**src/rtl/clock_disp_scan_pkg.sv**
```systemverilog
// Shared types and constants for the 6-digit time display scanner.
// Segment patterns are {g,f,e,d,c,b,a}, active-high (common cathode).
package clock_disp_pkg;

  typedef enum logic {BLANK, SHOW} state_e;

  typedef struct packed {
    logic [3:0] h;
    logic [5:0] m;
    logic [5:0] s;
    logic       pm;
  } time_snap_t;

  localparam int unsigned NUM_DIGITS = 6;

  localparam logic [2:0] IDX_HT = 3'd5;
  localparam logic [2:0] IDX_HO = 3'd4;
  localparam logic [2:0] IDX_MT = 3'd3;
  localparam logic [2:0] IDX_MO = 3'd2;
  localparam logic [2:0] IDX_ST = 3'd1;
  localparam logic [2:0] IDX_SO = 3'd0;

  localparam logic [3:0] CODE_DASH  = 4'd10;
  localparam logic [3:0] CODE_BLANK = 4'd11;

  localparam logic [6:0] SEG_0     = 7'h3F;
  localparam logic [6:0] SEG_1     = 7'h06;
  localparam logic [6:0] SEG_2     = 7'h5B;
  localparam logic [6:0] SEG_3     = 7'h4F;
  localparam logic [6:0] SEG_4     = 7'h66;
  localparam logic [6:0] SEG_5     = 7'h6D;
  localparam logic [6:0] SEG_6     = 7'h7D;
  localparam logic [6:0] SEG_7     = 7'h07;
  localparam logic [6:0] SEG_8     = 7'h7F;
  localparam logic [6:0] SEG_9     = 7'h6F;
  localparam logic [6:0] SEG_DASH  = 7'h40;
  localparam logic [6:0] SEG_BLANK = 7'h00;

  // Tens/ones of a 0..59 value by compare-subtract; returns {tens, ones}.
  function automatic logic [7:0] split10(input logic [5:0] v);
    logic [5:0] r;
    logic [3:0] t;
    r = v;
    t = '0;
    if (r >= 6'd50)      begin t = 4'd5; r = r - 6'd50; end
    else if (r >= 6'd40) begin t = 4'd4; r = r - 6'd40; end
    else if (r >= 6'd30) begin t = 4'd3; r = r - 6'd30; end
    else if (r >= 6'd20) begin t = 4'd2; r = r - 6'd20; end
    else if (r >= 6'd10) begin t = 4'd1; r = r - 6'd10; end
    return {t, r[3:0]};
  endfunction

endpackage

```
**src/rtl/clock_disp_scan_if.sv**
```systemverilog
// Time inputs from the timekeeping core and multiplexed display outputs.
interface clock_disp_scan_if;
  logic       ena;
  logic [3:0] hours;
  logic [5:0] minutes;
  logic [5:0] seconds;
  logic       am_pm;
  logic       sec_tick;
  logic [6:0] seg;
  logic       dp;
  logic [5:0] dig_en;

  modport master (
    output ena, hours, minutes, seconds, am_pm, sec_tick,
    input  seg, dp, dig_en
  );

  modport slave (
    input  ena, hours, minutes, seconds, am_pm, sec_tick,
    output seg, dp, dig_en
  );
endinterface

```
**src/rtl/clock_disp_scan_seg7_encode.sv**
```systemverilog
// Digit code (0-9, 10=dash, 11=blank) to 7-segment pattern.
module seg7_encode
  import clock_disp_pkg::*;
(
  input  logic [3:0] code_i,
  output logic [6:0] seg_o
);
  always_comb begin
    seg_o = SEG_BLANK;
    case (code_i)
      4'd0:      seg_o = SEG_0;
      4'd1:      seg_o = SEG_1;
      4'd2:      seg_o = SEG_2;
      4'd3:      seg_o = SEG_3;
      4'd4:      seg_o = SEG_4;
      4'd5:      seg_o = SEG_5;
      4'd6:      seg_o = SEG_6;
      4'd7:      seg_o = SEG_7;
      4'd8:      seg_o = SEG_8;
      4'd9:      seg_o = SEG_9;
      CODE_DASH: seg_o = SEG_DASH;
      default:   seg_o = SEG_BLANK;
    endcase
  end
endmodule

```
**src/rtl/clock_disp_scan.sv**
```systemverilog
// 6-digit multiplexed 7-segment scanner with SHOW/BLANK anti-ghosting gap,
// per-frame snapshot of the time inputs and seconds-driven blinking colon.
module clock_disp_scan
  import clock_disp_pkg::*;
#(
  parameter int unsigned SCAN_DIV  = 10000,
  parameter int unsigned BLANK_CYC = 100
) (
  input logic             clk,
  input logic             rst_n,
  clock_disp_scan_if.slave bus
);
  localparam int unsigned MAXC  = (SCAN_DIV > BLANK_CYC) ? SCAN_DIV : BLANK_CYC;
  localparam int unsigned CNT_W = (MAXC > 1) ? $clog2(MAXC) : 1;
  localparam time_snap_t SNAP_RST = '{h: 4'd12, m: 6'd0, s: 6'd0, pm: 1'b0};

  state_e           state_q, state_d;
  logic [CNT_W-1:0] cnt_q, cnt_d;
  logic [2:0]       idx_q, idx_d;
  time_snap_t       snap_q, snap_d;
  logic             colon_q, colon_d;
  logic [6:0]       seg_q, seg_d;
  logic             dp_q, dp_d;
  logic [5:0]       dig_q, dig_d;

  logic [3:0] code;
  logic [6:0] seg_enc;
  logic [7:0] m_split, s_split;
  logic       h_ok, m_ok, s_ok, dp_calc;

  // Digit content is decoded from idx_q while still in BLANK, since idx has
  // already advanced to the digit about to be shown.
  always_comb begin
    m_split = split10(snap_q.m);
    s_split = split10(snap_q.s);
    h_ok    = (snap_q.h >= 4'd1) && (snap_q.h <= 4'd12);
    m_ok    = (snap_q.m <= 6'd59);
    s_ok    = (snap_q.s <= 6'd59);
    code    = CODE_BLANK;
    case (idx_q)
      IDX_HT: code = !h_ok ? CODE_DASH : ((snap_q.h >= 4'd10) ? 4'd1 : CODE_BLANK);
      IDX_HO: code = !h_ok ? CODE_DASH : ((snap_q.h >= 4'd10) ? snap_q.h - 4'd10 : snap_q.h);
      IDX_MT: code = m_ok ? m_split[7:4] : CODE_DASH;
      IDX_MO: code = m_ok ? m_split[3:0] : CODE_DASH;
      IDX_ST: code = s_ok ? s_split[7:4] : CODE_DASH;
      IDX_SO: code = s_ok ? s_split[3:0] : CODE_DASH;
      default: code = CODE_BLANK;
    endcase
  end

  seg7_encode u_enc (
    .code_i (code),
    .seg_o  (seg_enc)
  );

  always_comb begin
    state_d = state_q;
    cnt_d   = cnt_q;
    idx_d   = idx_q;
    snap_d  = snap_q;
    colon_d = colon_q ^ (bus.ena & bus.sec_tick);
    seg_d   = seg_q;
    dp_d    = dp_q;
    dig_d   = dig_q;
    dp_calc = (((idx_q == IDX_HO) || (idx_q == IDX_MO)) && colon_d) ||
              ((idx_q == IDX_SO) && snap_q.pm);
    if (!bus.ena) begin
      state_d = BLANK;
      cnt_d   = '0;
      idx_d   = '0;
      seg_d   = '0;
      dp_d    = 1'b0;
      dig_d   = '0;
    end else begin
      case (state_q)
        BLANK: begin
          if (cnt_q == CNT_W'(BLANK_CYC - 1)) begin
            state_d = SHOW;
            cnt_d   = '0;
            seg_d   = seg_enc;
            dp_d    = dp_calc;
            dig_d   = 6'(1) << idx_q;
          end else begin
            cnt_d = cnt_q + 1'b1;
          end
        end
        SHOW: begin
          if (cnt_q == CNT_W'(SCAN_DIV - 1)) begin
            state_d = BLANK;
            cnt_d   = '0;
            idx_d   = (idx_q == IDX_HT) ? IDX_SO : idx_q + 3'd1;
            seg_d   = '0;
            dp_d    = 1'b0;
            dig_d   = '0;
            if (idx_q == IDX_HT) begin
              snap_d = '{h: bus.hours, m: bus.minutes, s: bus.seconds, pm: bus.am_pm};
            end
          end else begin
            cnt_d = cnt_q + 1'b1;
          end
        end
        default: begin
          state_d = BLANK;
          cnt_d   = '0;
        end
      endcase
    end
  end

  always_ff @(posedge clk or negedge rst_n) begin
    if (!rst_n) begin
      state_q <= BLANK;
      cnt_q   <= '0;
      idx_q   <= '0;
      snap_q  <= SNAP_RST;
      colon_q <= 1'b0;
      seg_q   <= '0;
      dp_q    <= 1'b0;
      dig_q   <= '0;
    end else begin
      state_q <= state_d;
      cnt_q   <= cnt_d;
      idx_q   <= idx_d;
      snap_q  <= snap_d;
      colon_q <= colon_d;
      seg_q   <= seg_d;
      dp_q    <= dp_d;
      dig_q   <= dig_d;
    end
  end

  assign bus.seg    = seg_q;
  assign bus.dp     = dp_q;
  assign bus.dig_en = dig_q;

endmodule

```
**src/flat_wrapper.sv**
```systemverilog
// flat-port wrapper written by rule: the top's interface ports become plain ports
module clock_disp_scan_flat import clock_disp_pkg::*;
#(
  parameter int unsigned SCAN_DIV  = 10000,
  parameter int unsigned BLANK_CYC = 100
)
  (clk, rst_n, bus_ena, bus_hours, bus_minutes, bus_seconds, bus_am_pm, bus_sec_tick, bus_seg, bus_dp, bus_dig_en);
  clock_disp_scan_if bus_i ();
  input logic clk;
  input logic rst_n;
  input wire logic [$bits(bus_i.ena)-1:0] bus_ena;
  input wire logic [$bits(bus_i.hours)-1:0] bus_hours;
  input wire logic [$bits(bus_i.minutes)-1:0] bus_minutes;
  input wire logic [$bits(bus_i.seconds)-1:0] bus_seconds;
  input wire logic [$bits(bus_i.am_pm)-1:0] bus_am_pm;
  input wire logic [$bits(bus_i.sec_tick)-1:0] bus_sec_tick;
  output wire logic [$bits(bus_i.seg)-1:0] bus_seg;
  output wire logic [$bits(bus_i.dp)-1:0] bus_dp;
  output wire logic [$bits(bus_i.dig_en)-1:0] bus_dig_en;
  assign bus_i.ena = bus_ena;
  assign bus_i.hours = bus_hours;
  assign bus_i.minutes = bus_minutes;
  assign bus_i.seconds = bus_seconds;
  assign bus_i.am_pm = bus_am_pm;
  assign bus_i.sec_tick = bus_sec_tick;
  assign bus_seg = bus_i.seg;
  assign bus_dp = bus_i.dp;
  assign bus_dig_en = bus_i.dig_en;
  clock_disp_scan #(.SCAN_DIV(SCAN_DIV), .BLANK_CYC(BLANK_CYC)) u_core (.clk(clk), .rst_n(rst_n), .bus(bus_i));
endmodule
```
**config.mk**
```make
export PLATFORM = sky130hd
export DESIGN_NAME = clock_disp_scan_flat
export DESIGN_NICKNAME = d
export VERILOG_FILES = /design/src/rtl/clock_disp_scan_pkg.sv /design/src/rtl/clock_disp_scan_if.sv /design/src/rtl/clock_disp_scan_seg7_encode.sv /design/src/rtl/clock_disp_scan.sv /design/src/flat_wrapper.sv
export SDC_FILE = /design/constraint.sdc
export NUM_CORES = 1
export LEC_CHECK = 0
export ABC_AREA = 1
export ABC_CLOCK_PERIOD_IN_PS = 2600
export CAP_MARGIN = 20
export CORE_ASPECT_RATIO = 0.8
export CORE_MARGIN = 3
export CORE_UTILIZATION = 54
export CTS_BUF_LIST = sky130_fd_sc_hd__clkbuf_2
export CTS_CLUSTER_DIAMETER = 40
export DETAILED_ROUTE_END_ITERATION = 8
export GPL_TIMING_DRIVEN = 1
export PLACE_DENSITY = 0.88
export REMOVE_ABC_BUFFERS = 1
export SLEW_MARGIN = 30
export SYNTH_ARGS = -nofsm -noshare
export SYNTH_HDL_FRONTEND = slang
export SYNTH_HIERARCHICAL = 1
export SYNTH_SLANG_ARGS = --single-unit
export TNS_END_PERCENT = 100
```
**constraint.sdc**
```tcl
create_clock -name clk -period 2.6 [get_ports clk]
set_input_delay 0.26 -clock clk [delete_from_list [all_inputs] [get_ports clk]]
set_output_delay 0.26 -clock clk [all_outputs]
set_load 0.005 [all_outputs]
```
==> results of run 1 <==
[registers in the layout, indices dropped and copies added, names as in the netlist]
| name | flops |
|---|---|
| u_core/snap_q | 17 |
| u_core/bus.seg | 7 |
| u_core/bus.dig_en | 6 |
| u_core/colon_q | 1 |
| u_core/cnt_q | 14 |
| u_core/bus.dp | 1 |
| u_core/state_q | 1 |
| u_core/idx_q | 3 |
[synthesized netlist by cell type]
master / n / area share
nor3b_2: 2 / 0.0068
inv_4: 1 / 0.0017
dfrtp_1: 48 / 0.33
dfstp_2: 2 / 0.014
xnor2_1: 1 / 0.0024
nor3_1: 6 / 0.0082
buf_2: 1 / 0.0014
nor2_1: 63 / 0.065
nor2_2: 5 / 0.0086
o21ai_2: 5 / 0.012
nand4_1: 6 / 0.010
o21ai_0: 15 / 0.021
nor3_2: 6 / 0.016
nand3_2: 2 / 0.0055
buf_6: 4 / 0.012
ha_1: 28 / 0.096
nand2_1: 120 / 0.12
a21oi_1: 18 / 0.025
o211ai_1: 1 / 0.0021
clkbuf_2: 1 / 0.0014
o22ai_1: 1 / 0.0017
nand2_4: 1 / 0.0031
nor4_1: 1 / 0.0017
xor2_1: 5 / 0.012
a21oi_2: 17 / 0.041
nor3_4: 1 / 0.0044
buf_4: 1 / 0.0021
o21ai_1: 9 / 0.012
o31ai_1: 2 / 0.0041
nand3b_1: 1 / 0.0021
inv_2: 5 / 0.0051
a21boi_0: 1 / 0.0021
nand3_1: 39 / 0.053
nand2_2: 4 / 0.0068
inv_1: 73 / 0.075
nor2_4: 2 / 0.0062
nand4_2: 2 / 0.0068
[what timing repair did]
| item | CTS | global route |
|---|---|---|
| hold buffers | 1 | 0 |
| endpoints found under the setup margin | 6 | 7 |
| gates resized for setup | 7 | 58 |
| buffers inserted | 2 | 14 |
| cloned | 0 | 0 |
| pin swaps | 0 | 22 |
| hold endpoints to repair | 48 | 0 |
[cells by family after synthesis]
family | after synthesis | share of synthesized area
AO/OA/AOI/OAI | 69 | 0.120
AND/OR/NAND/NOR | 261 | 0.328
adder cells (fa/ha/maj) | 28 | 0.0958
XOR/XNOR | 6 | 0.0144
buffers and inverters | 86 | 0.0989
flip-flops | 50 | 0.343
[stage by stage]
stage	power (mW)	TNS, ns
after floorplan	0.835	0
after CTS	1.23	0
after detailed placement	0.890	-0.0927
final	1.22	0
after global routing	1.28	-0.274
after global placement	0.888	0
[final cells by class]
cell class                      instances  share of cell area
Tap cell                               84              0.0231
Multi-Input combinational cell        364               0.492
Inverter                               79              0.0664
Sequential cell                        50               0.277
Timing Repair Buffer                   68               0.131
Clock inverter                          3             0.00468
Clock buffer                            5             0.00551
[per-layer routing]
| layer | share of wire | wire length (microns) | track usage |
|---|---|---|---|
| met5 | 0 | 0 | 0 |
| met4 | 0.014 | 116 | 0.0526 |
| met3 | 0.041 | 349 | 0.0341 |
| met2 | 0.47 | 4010 | 0.358 |
| met1 | 0.47 | 4030 | 0.294 |
[worst paths after layout]
check,cells after the start,to,start,slack [ns]
worst max register to register,16,u_core/bus.seg[6],u_core/snap_q[10],0.12
min in group asynchronous,3,u_core/cnt_q[11],rst_n,0.39
worst min register to register,1,u_core/cnt_q[0],u_core/cnt_q[0],0.49
max in group asynchronous,3,u_core/snap_q[10],rst_n,1.75
worst max-delay path,16,u_core/bus.seg[6],u_core/snap_q[10],0.12
worst min-delay path,3,u_core/snap_q[15],bus_hours[2],0.32
[tightest hold or removal path, delay by kind of cell]
| kind | cells | cell delay [ns] |
|---|---|---|
| buffers and inverters | 1 | 0.41 |
| AND/OR/NAND/NOR | 1 | 0.12 |
| AO/OA/AOI/OAI | 1 | 0.04 |
[power by group]
part | switching [mW] | internal, mW | leakage, nW
clock | 0.275 | 0.0664 | 0.0289
sequential | 0.00556 | 0.792 | 0.613
combinational | 0.0420 | 0.0383 | 1.53
total | 0.322 | 0.896 | 2.17
==> impl_results.md, run 1 <==
- Slew Viols, Final: 0
- Crit-path cells: buf_6 > ha_4 > nand3_2 > nand4_1 > nand2_1 > nor2_1 > nor4_2 > nand4_1 > ha_2 > inv_2 > nand2_2 > nand2_1 > nand2_1 > nand2_1 > inv_1 > o21ai_2
- Register area: 1260 sq um
- Final Hold Fails: 0
- Power per standard cell area: 268 nW/um^2
- Post-route ant nets: 0
- Setup violators final: 0
- Clock tree buffer depth: 2
- Vias in the first global route: ~3100
- Most used cell, CP: nand2_1
- Synth-to-layout area growth: 24.2%
- CTS tree: done
- Footprint of the multi-input gates: 2230 sq um
- Critical path type: flip-flop to flip-flop
- Detailed Place HPWL: 6.00 mm
- Part of the Yosys area used for sequential elements: 0.343
- Most common cell after layout, fill and taps aside: nand2_1
- Rel. slew slack: 0.574
- Post-route setup slack: 0.116 ns
- Max Clk Rate: 0.403 GHz
- Clock slew at reported path FFs: 0.28 ns
- Initial DRC Count: 223
- Chip Width: 98.0 microns
- Dpl ws: -0.0740 ns
- Hold Crit Class: input port to flip-flop
- First-pass GRT wire length: 14.1 mm
- Synth Cell Area: ~3700 sq um
- Critical Path End Type: flip-flop
- Post-DP Area: 4160 sq um
- Cts bufs inserted: 5
- H-tree lvl count: 2
- CP Buf/Inv Count: 3
- Delay-heaviest family, CP: simple AND/OR/NAND/NOR gates
- Hold slack: 0.324 ns
- Residual DRC: 0
- Io pins: 35
- Avg Synthesized Cell Area: 7.31 sq um
- Cell Count Post-Placement: ~630
- WL/cell: 13.0 microns
- NumNets Final: just over 600
- Worst EP arrival: approximately 2.9 ns
- Outcome: finished, final reports clean
- Worst ir drop on vdd: 0.161 mV
- Crit-path max FO: 3
- Crit path time final: 2.48 ns
- Vias per inst: approximately 5.3
- Number of buffers inserted by port buffering: 34
- Fin cells: 653
- Final instance area: 4540 sq um
- Most frequent cells in the layout: 109 x nand2_1, 65 x inv_1, 58 x nor2_1
- Cells after synthesis: 500
- Filler Cells Inserted: between 500 and 600
- Post-synth cell types: 37
- N_diodes: 0
- Crit start category: flip-flop
- TritonRoute pass-1 iters: 5
- Clock Skew: 0.0274 ns
- Die Y: 79.6 microns
- Total wire length: 8.51 mm
- Core area: 6470 sq um
- Seq cells post-synth: 50
- Crit share post-route: 0.955
- Die Area: 7800 sq um
- RSZ-0062 raised after global routing: true
- All-layer global routing usage: 0.215
- Max-cap violations: 0
- Sink Count: 50
- RD Place Congestion: 0.935
- CP required: 2.98 ns
- Crit path largest cell delay: 0.50 ns
- Grt ovf: 0
- Initial core utilization: 0.565
- Slew @ Worst Pin: approximately 0.64 ns
- Row count: 26
- Via count: 3439
- Initial antenna violation count: 0
- Skew-Pair Late Insertion Delay: 0.45 ns
- Synthesis Warnings: 6
- Leakage Power: roughly 2.2 nW
- Crit-path slowest cell: dfrtp_2
- Clock Tree Root: clkbuf_2
- Ratio of cells with drive above 1 in the final layout: 0.258
- Largest net degree at the start of global routing: slightly above 50
- Final Util: 0.702
Power figures use the tool's default switching activity.
==> run 2, diff against run 1 <==
--- a/config.mk
+++ b/config.mk
@@ -6,7 +6,7 @@
 export NUM_CORES = 1
 export LEC_CHECK = 0
 export ABC_AREA = 1
-export ABC_CLOCK_PERIOD_IN_PS = 2600
+export ABC_CLOCK_PERIOD_IN_PS = 2000
 export CAP_MARGIN = 20
 export CORE_ASPECT_RATIO = 0.8
 export CORE_MARGIN = 3
==> constraint.sdc (replaced) <==
create_clock -name clk -period 2 [get_ports clk]
set_input_delay 0.2 -clock clk [delete_from_list [all_inputs] [get_ports clk]]
set_output_delay 0.2 -clock clk [all_outputs]
set_load 0.005 [all_outputs]
==> impl_results.md, run 2 (synthesis results as in run 1) <==
- Outcome: finished, violations left
- Failing checks: setup timing
- Hold Crit Class: input port to asynchronous set/reset pin
- WL/cell: 18.5 microns (+42%)
- Core area: 6470 sq um (unchanged)
- N_diodes: 0 (unchanged)
- GR Util met1: 0.348 (+0.0534)
- Post-route setup slack: -1.16 ns (-1.28 ns)
- Number of buffers inserted by port buffering: 34 (unchanged)
- Crit path largest cell delay: 0.48 ns (-0.02 ns)
- Initial antenna violation count: 0 (unchanged)
- Most used cell, CP: nand2_1
- Worst ir drop on vdd: 0.251 mV (+56%)
- Clock Skew: 0.0532 ns (+0.0257 ns)
- Footprint of the multi-input gates: 2440 sq um (+9.4%)
- Leakage Power: 2.56 nW (+18%)
- Final instance area: 5360 sq um (+18%)
- Synth-to-layout area growth: 46.5%
- Pwr Total: 1.63 mW (+34%)
- Ratio of cells with drive above 1 in the final layout: 0.392 (+0.134)
- Cell Count Post-Placement: 694 (+11%)
- Grt ovf: 0 (unchanged)
- TritonRoute pass-1 iters: 6 (+1)
- Delay-heaviest family, CP: simple AND/OR/NAND/NOR gates
- Rel. slew slack: 0.725 (+0.151)
- Worst path depth: 22 (+6)
- Max reg flops: 17 (unchanged)
- Fin cells: 724 (+11%)
- CTS tree: done
- Clock Tree Root: clkbuf_2
- RSZ-0062 raised after global routing: true
- Skew-Pair Late Insertion Delay: 0.49 ns (+0.04 ns)
- Initial core utilization: 0.565 (unchanged)
- GR Layer Usage met2: 0.485 (+0.127)
- Total wire length: 13.4 mm (+57%)
- First-pass GRT wire length: 18.2 mm (+29%)
- Reg2reg start: u_core/snap_q[9]
- Initial DRC Count: 569 (+160%)
- Worst EP arrival: 3.54 ns (+0.68 ns)
- CP Buf/Inv Count: 6 (+3)
- CP required: 2.38 ns (-0.60 ns)
- Detailed Place HPWL: 7.13 mm (+19%)
- GR met3 Demand/Resource: 0.0472 (+0.0131)
- Max Clk Rate: 0.316 GHz (-21%)
- Slew @ Worst Pin: 0.412 ns (-0.227 ns)
- All-layer global routing usage: 0.283 (+0.0685)
- Register area: 1260 sq um (-0.20%)
- Cts bufs inserted: 5 (unchanged)
- Slew Viols, Final: 0 (unchanged)
- Die Area: 7800 sq um (unchanged)
- NumNets Final: 688 (+12%)
- Final Hold Fails: 0 (unchanged)
- Gr busiest metal: met2
- Crit path time final: 3.16 ns (+0.675 ns)
- Clock slew at reported path FFs: 0.35 ns (+0.07 ns)
- Post-route ant nets: 0 (unchanged)
- H-tree lvl count: 2 (unchanged)
- Depth of the worst register-to-register path: 22 (+6)
- Largest reg by FF count: u_core/snap_q
- Largest net degree at the start of global routing: 51 (unchanged)
- RD Place Congestion: 0.931 (-0.45%)
- Residual DRC: 0 (unchanged)
- Die Y: 79.6 microns (unchanged)
- Via count: 4281 (+24%)
- Final Util: 0.827 (+0.126)
- Post-DP Area: 4680 sq um (+13%)
- Setup violators final: 7 (+7)
- Crit-path slowest cell: dfrtp_1
- Vias in the first global route: 3912 (+25%)
- Reg-to-reg endpoint: u_core/bus.seg[6]
- Vias per inst: 5.91 (+12%)
- Crit start category: flip-flop
- Row count: 26 (unchanged)
- Critical Path End Type: flip-flop
- Chip Width: 98.0 microns (unchanged)
- Critical path type: flip-flop to flip-flop
- Sink Count: 50 (unchanged)
- Filler Cells Inserted: 342 (-33%)
- Most common cell after layout, fill and taps aside: nand2_1
- Most frequent cells in the layout: 101 x nand2_1, 93 x buf_4, 60 x inv_1
- Crit share post-route: 1.58 (+0.624)
- Hold slack: 0.212 ns (-0.112 ns)
- Crit-path cells: buf_6 > buf_6 > ha_2 > nand2_4 > nor3_4 > nor2_4 > buf_4 > nor2_1 > nor2_1 > nand2_1 > nand2_1 > nand2_1 > nor2_1 > nor2_1 > buf_4 > inv_6 > nand2_1 > nand2_1 > nand2_1 > nand2_1 > inv_1 > o21ai_1
- Clock tree buffer depth: 2 (unchanged)
- Max-cap violations: 0 (unchanged)
- Power per standard cell area: 305 nW/um^2 (+14%)
- Crit-path max FO: 6 (+3)
- Io pins: 35 (unchanged)
- Reg-to-reg slack, setup: -1.16 ns (-1.28 ns)
-- run 2: cell count changes in the layout (fill, tap and decap cells not counted), moves of 4 or more --
| cell | before | now |
|---|---|---|
| nand2_1 | 109 | 101 |
| inv_1 | 65 | 60 |
| ha_1 | 20 | 14 |
| buf_4 | 32 | 93 |
| ha_4 | 3 | 9 |
| buf_6 | 1 | 9 |
| nand3_2 | 8 | 15 |
| nand2_2 | 15 | 19 |
| nand3_1 | 32 | 25 |
-- run 2: routing by layer --
layer | part of all wire | vias to the layer above | routed length [microns]
li1 | - | 1861 | -
met2 | 0.45 | 333 | 6000
met3 | 0.091 | 133 | 1210
met1 | 0.38 | 1954 | 5080
met4 | 0.081 | 0 | 1090
met5 | 0 | - | 0
-- run 2: stage by stage --
stage	TNS, ns	setup slack [ns]
CTS	-3.03	-0.469
detailed placement	-3.60	-0.587
global route	-8.51	-1.32
floorplan	-2.63	-0.481
global placement	-2.51	-0.428
finish	-7.15	-1.16
-- run 2: how the worst max path moves through the flow --
stage / from / end / slack (ns)
finish: u_core/snap_q[9] / u_core/bus.seg[6] / -1.16
global route: u_core/snap_q[9] / u_core/bus.seg[6] / -1.32
CTS: u_core/snap_q[9] / u_core/bus.seg[3] / -0.47
global placement: u_core/snap_q[3] / u_core/bus.seg[3] / -0.43
floorplan: u_core/snap_q[9] / u_core/bus.seg[3] / -0.48
detailed placement: u_core/snap_q[9] / u_core/bus.seg[3] / -0.59
-- run 2: layout make-up --
cell class	count	share of cell area
multi-input combinational	364	0.456
sequential	50	0.235
timing repair buffer	139	0.221
inverter	79	0.0596
tap	84	0.0196
clock buffer	5	0.00467
clock inverter	3	0.00397
-- run 2: repair_timing --
item                       CTS  global route
pin swaps                   34            31
gates resized for setup     54            73
setup buffers               10            11
hold endpoints to repair    50             0
setup endpoints to repair    7            21
hold buffers                 1             0
cloned                       0             0
-- run 2: tightest hold or removal path, delay by kind of cell --
| family | cells | cell delay [ns] |
|---|---|---|
| buffers and inverters | 3 | 0.97 |
-- run 2: power breakdown --
| group | internal (mW) | switching, mW | leakage, nW | total [mW] |
|---|---|---|---|---|
| clock | 0.0868 | 0.387 | 0.0289 | 0.474 |
| combinational | 0.0568 | 0.0645 | 1.91 | 0.121 |
| sequential | 1.03 | 0.00799 | 0.613 | 1.04 |
==> run 3, diff against run 2 <==
--- a/config.mk
+++ b/config.mk
@@ -13,6 +13,7 @@
 export CORE_UTILIZATION = 54
 export CTS_BUF_LIST = sky130_fd_sc_hd__clkbuf_2
 export CTS_CLUSTER_DIAMETER = 40
+export CTS_CLUSTER_SIZE = 8
 export DETAILED_ROUTE_END_ITERATION = 8
 export GPL_TIMING_DRIVEN = 1
 export PLACE_DENSITY = 0.88
==> results of run 3 <==
The final DEF is identical to that of run 2; final timing and power are the same.
